[src/rtl/block_deinterleaver.sv]
// Row-column block deinterleaver: captures one interleaved ROWS*COLS block per strobe
// into ping-pong banks and shifts the restored bit order out serially, bit 0 first.
module block_deinterleaver #(
  parameter int ROWS = 4,
  parameter int COLS = 4
) (
  input  logic                 clk,
  input  logic                 rst_n,
  input  logic [ROWS*COLS-1:0] din,
  input  logic                 din_valid,
  output logic                 dout,
  output logic                 dout_valid,
  output logic                 sof,
  output logic                 busy,
  output logic                 ovf
);
  localparam int W  = ROWS * COLS;
  localparam int IW = (W > 1) ? $clog2(W) : 1;

  localparam logic [0:0] IDLE  = 1'b0;
  localparam logic [0:0] SHIFT = 1'b1;

  logic [0:0]   state;
  logic [IW-1:0] idx;
  logic [IW-1:0] idx_nxt;
  logic [W-1:0] bank [2];
  logic [W-1:0] din_perm;
  logic [1:0]   full;
  logic [1:0]   full_nxt;
  logic         wr_ptr;
  logic         rd_ptr;
  logic         last;
  logic         accept;

  // Banks hold the block already in original order, so the serializer just walks idx.
  for (genvar i = 0; i < W; i++) begin : g_perm
    assign din_perm[i] = din[(i % COLS) * ROWS + i / COLS];
  end

  assign idx_nxt = idx + 1'b1;
  assign busy    = full[0] | full[1] | (state == SHIFT);

  always_comb begin
    last     = (state == SHIFT) && (idx == IW'(W - 1));
    // A bank being released on this edge can take the incoming block.
    accept   = din_valid && (!full[wr_ptr] || (last && (rd_ptr == wr_ptr)));
    full_nxt = full;
    if (last)   full_nxt[rd_ptr] = 1'b0;
    if (accept) full_nxt[wr_ptr] = 1'b1;
  end

  always_ff @(posedge clk or negedge rst_n) begin
    if (!rst_n) begin
      bank[0]    <= '0;
      bank[1]    <= '0;
      full       <= 2'b00;
      wr_ptr     <= 1'b0;
      rd_ptr     <= 1'b0;
      ovf        <= 1'b0;
      state      <= IDLE;
      idx        <= '0;
      dout       <= 1'b0;
      dout_valid <= 1'b0;
      sof        <= 1'b0;
    end else begin
      full <= full_nxt;
      if (accept) begin
        bank[wr_ptr] <= din_perm;
        wr_ptr       <= ~wr_ptr;
      end
      if (din_valid && !accept) ovf <= 1'b1;

      case (state)
        IDLE: begin
          if (full[rd_ptr]) begin
            state      <= SHIFT;
            idx        <= '0;
            dout       <= bank[rd_ptr][0];
            dout_valid <= 1'b1;
            sof        <= 1'b1;
          end else begin
            dout       <= 1'b0;
            dout_valid <= 1'b0;
            sof        <= 1'b0;
          end
        end
        default: begin
          if (last) begin
            rd_ptr <= ~rd_ptr;
            // Other bank already waiting: chain the next frame with no idle gap.
            if (full[~rd_ptr]) begin
              idx        <= '0;
              dout       <= bank[~rd_ptr][0];
              dout_valid <= 1'b1;
              sof        <= 1'b1;
            end else begin
              state      <= IDLE;
              dout       <= 1'b0;
              dout_valid <= 1'b0;
              sof        <= 1'b0;
            end
          end else begin
            idx        <= idx_nxt;
            dout       <= bank[rd_ptr][idx_nxt];
            dout_valid <= 1'b1;
            sof        <= 1'b0;
          end
        end
      endcase
    end
  end
endmodule
[config.mk]
export PLATFORM = sky130hd
export DESIGN_NAME = block_deinterleaver
export DESIGN_NICKNAME = d
export VERILOG_FILES = /design/src/rtl/block_deinterleaver.sv
export SDC_FILE = /design/constraint.sdc
export NUM_CORES = 1
export LEC_CHECK = 0
export CAP_MARGIN = 20
export CORE_UTILIZATION = 28
export CTS_CLUSTER_DIAMETER = 200
export DETAILED_ROUTE_END_ITERATION = 10
export PLACE_DENSITY_LB_ADDON = 0.08
export SYNTH_ARGS = -nofsm -noshare
export SYNTH_HDL_FRONTEND = slang
export SYNTH_SLANG_ARGS = --single-unit
[constraint.sdc]
create_clock -name clk -period 1.95 [get_ports clk]
set_input_delay 0.39 -clock clk [delete_from_list [all_inputs] [get_ports clk]]
set_output_delay 0.39 -clock clk [all_outputs]
set_load 0.02 [all_outputs]
==> impl_metrics.env <==
export IMPL_gr_usage_all_layers_pct=12.9
export IMPL_yosys_register_bits=44
export IMPL_num_rows=30
export IMPL_critPathKind="reg -> reg"
export IMPL_synth_nets=161
export IMPL_dp_slack_ns=-0.0152
export IMPL_antenna_cells=0
export IMPL_tightest_slew_ns=0.399
export IMPL_setup_tns_final_ns=0
export IMPL_hold_viol=0
export IMPL_postCtsHoldBufs=0
export IMPL_placedCellCount=267
export IMPL_power_share_switching_pct=32.0
export IMPL_status="complete, no violations"
export IMPL_routed_via_density=4.70
export IMPL_synth_top_cell_by_area="dfrtp_1"
export IMPL_wl_met3_um=129
export IMPL_synth_top_area_share_pct=54.1
export IMPL_slew_violations=0
export IMPL_crit_chain="buf_4 -> mux4_2 -> mux2_2 -> and4_1 -> a2111o_1"
export IMPL_leakage_nw=1.11
export IMPL_cp_max_fo=11
export IMPL_mostFrequentLayoutCells="dfrtp_1, mux2_2, clkdlybuf4s50_1"
export IMPL_grt_ovfl_total=0
export IMPL_synth_top_family_by_area="multiplexers"
export IMPL_slowest_stage="dfrtp_1"
export IMPL_clk_pin_slew_worst_paths_ns=0.09
export IMPL_antenna_found_initial=0
export IMPL_wl_mm=4.21
export IMPL_cts_tree="built"
export IMPL_synthFlopType="dfrtp_1"
export IMPL_slowest_delay_ns=0.40
export IMPL_wl_met2_mm=2.23
export IMPL_arrival_ns=2.04
export IMPL_ys_seq_area_share_pct=54.1
export IMPL_p_clk_share_pct=15.0
export IMPL_dr_max_layer_used="met4"
export IMPL_grt_pass1_vias=1551
export IMPL_synth_simple_area_share_pct=5.78
export IMPL_synth_xor_area_share_pct=1.29
export IMPL_seqPwrFrac_pct=40.7
export IMPL_startpoint_type="flop"
export IMPL_htreeDepth=2
export IMPL_area_growth_pct=29.1
export IMPL_maxCapViolCount=0
export IMPL_layoutNonFillerInstCount=278
export IMPL_irDropWorstVdd_uv=416
export IMPL_grt_start_max_net_pins=45
export IMPL_synth_area_per_cell_um2=14.4
export IMPL_synth_edf_count=0
export IMPL_synth_mux_area_share_pct=31.2
export IMPL_place_detailed_hpwl_mm=3.04
export IMPL_synth_cell_type_count=31
export IMPL_yosys_warnings=0
export IMPL_hold_slack_ns=0.0604
export IMPL_clock_sinks=44
export IMPL_grt_pass1_wl_mm=7.44
export IMPL_p_int_mw=2.74
export IMPL_post_route_min_period_ns=1.85
export IMPL_netlist_top_cells_area="dfrtp_1, mux2_2, mux4_2"
export IMPL_antenna_left=0
export IMPL_fmax_mhz=540
export IMPL_detail_route_wl_per_cell_um=15.1
export IMPL_cts_buffer_depth=2
export IMPL_syn_inst=141
export IMPL_root_buffer="clkbuf_8"
export IMPL_total_power_mw=4.03
export IMPL_p_per_area_nw_per_um2=1540
export IMPL_comb_power_share_pct=44.3
export IMPL_rsz0062_at_grt="no"
export IMPL_cp_required_ns=2.14
export IMPL_place_congestion=0.752
export IMPL_post_route_period_util_pct=94.9
export IMPL_cts_buffers=5
export IMPL_drt_drc_violations_left=0
export IMPL_p_sw_mw=1.29
export IMPL_synthArstFlopShare_pct=100
export IMPL_fp_dieH_um=87.2
export IMPL_die_area_um2=7610
export IMPL_skew_ns=0.00542
export IMPL_clk_latency_ns=0.30
export IMPL_critPathCaptureType="flop"
export IMPL_io_pins=24
export IMPL_coreArea_um2=6910
export IMPL_final_setup_viol_count=0
export IMPL_synthAdderAreaFrac_pct=0.615
export IMPL_syn_area_um2=2030
export IMPL_worstHoldPathType="in -> async"
export IMPL_final_common_cell="dfrtp_1"
export IMPL_dr_pass1_iters=4
export IMPL_drive_gt1_share_pct=40.7
export IMPL_io_buffers=23
export IMPL_wl_met1_mm=1.80
export IMPL_final_nets=201
export IMPL_slew_limit_headroom_pct=73.4
export IMPL_synth_compound_area_share_pct=4.98
export IMPL_die_x_um=87.2
export IMPL_routed_via_count=1306
export IMPL_initial_core_util_pct=29.5
export IMPL_drtIter0Drc=72
export IMPL_setup_ws_ns=0.0990
[repair_timing]
| item | in CTS | in global routing |
|---|---|---|
| pin swaps | 0 | 2 |
| setup endpoints to repair | 12 | 17 |
| gates resized for setup | 5 | 3 |
| buffers inserted | 0 | 3 |
[power groups by stage]
stage / combinational [mW] / clock (mW) / sequential, mW
finish: 1.79 / 0.604 / 1.64
global route: 1.97 / 0.676 / 1.71
CTS: 1.76 / 0.638 / 1.64
detailed placement: 1.74 / 0 / 1.66
global placement: 1.69 / 0 / 1.65
floorplan: 1.26 / 0 / 1.57
[area by class of cell]
class	instances	area (µm²)
clock buffer	6	82.6
multi-input combinational	88	918
tap	96	120
timing repair buffer	39	377
sequential	44	1100
inverter	3	11.3
fill	661	4280
clock inverter	2	15.0
[flip-flops by register name, summed over array words and instances, names as in the netlist]
signal / count
wr_ptr: 1
rd_ptr: 1
ovf: 1
sof: 1
state: 1
full: 2
dout: 1
bank: 32
idx: 4
[cells in the mapped netlist, types with 2 or more instances]
master,instances
clkbuf_1,2
inv_1,3
and3_1,2
a21oi_1,2
a31oi_1,3
xor2_1,2
a21o_1,2
nand3_1,2
mux4_2,8
mux2i_1,6
o21ai_0,2
dfrtp_1,44
buf_2,3
nor2_1,2
nand2_1,5
mux2_2,35
nand2b_1,2
and4_1,2
o22ai_1,2
[worst max-delay path, delay by kind of cell (launching register included)]
family | cells | cell delay, ns
compound gates | 1 | 0.37
buf+inv | 1 | 0.22
flops | 1 | 0.40
mux | 2 | 0.59
simple gates | 1 | 0.15
[cells by family after synthesis]
logic type	count (synthesis)
muxes	49
DFF	44
and+or+nand+nor	20
AOI/OAI and AO/OA	15
buffers and inverters	9
xor gates and xnor gates	3
adders and majority gates	1
[routing by layer]
layer | up-vias | global-route usage (%)
met5 | - | 0
met4 | 0 | 3.58
met3 | 4 | 3.41
met2 | 20 | 22.3
met1 | 677 | 15.8
li1 | 605 | -
[metrics by stage]
step | util, % | area, µm²
global route | 38.0 | 2630
detailed placement | 35.9 | 2480
floorplan | - | 2040
finish | 38.0 | 2630
global placement | 35.9 | 2480
CTS | 37.5 | 2590
[worst paths after layout]
path | from | slack [ns] | cells after the start | to
worst max-delay path | idx[0]$_DFFE_PN0P_ | 0.1 | 5 | dout$_DFF_PN0_
worst min-delay path | rst_n | 0.06 | 2 | bank[19]$_DFFE_PN0P_
worst max register to register | idx[0]$_DFFE_PN0P_ | 0.1 | 5 | dout$_DFF_PN0_
worst min register to register | ovf$_DFFE_PN0P_ | 0.47 | 1 | ovf$_DFFE_PN0P_
max in group asynchronous | rst_n | 1.67 | 2 | wr_ptr$_DFFE_PN0P_
min in group clk | ovf$_DFFE_PN0P_ | 0.47 | 1 | ovf$_DFFE_PN0P_
No activity file was read; power rests on OpenSTA's default activity.
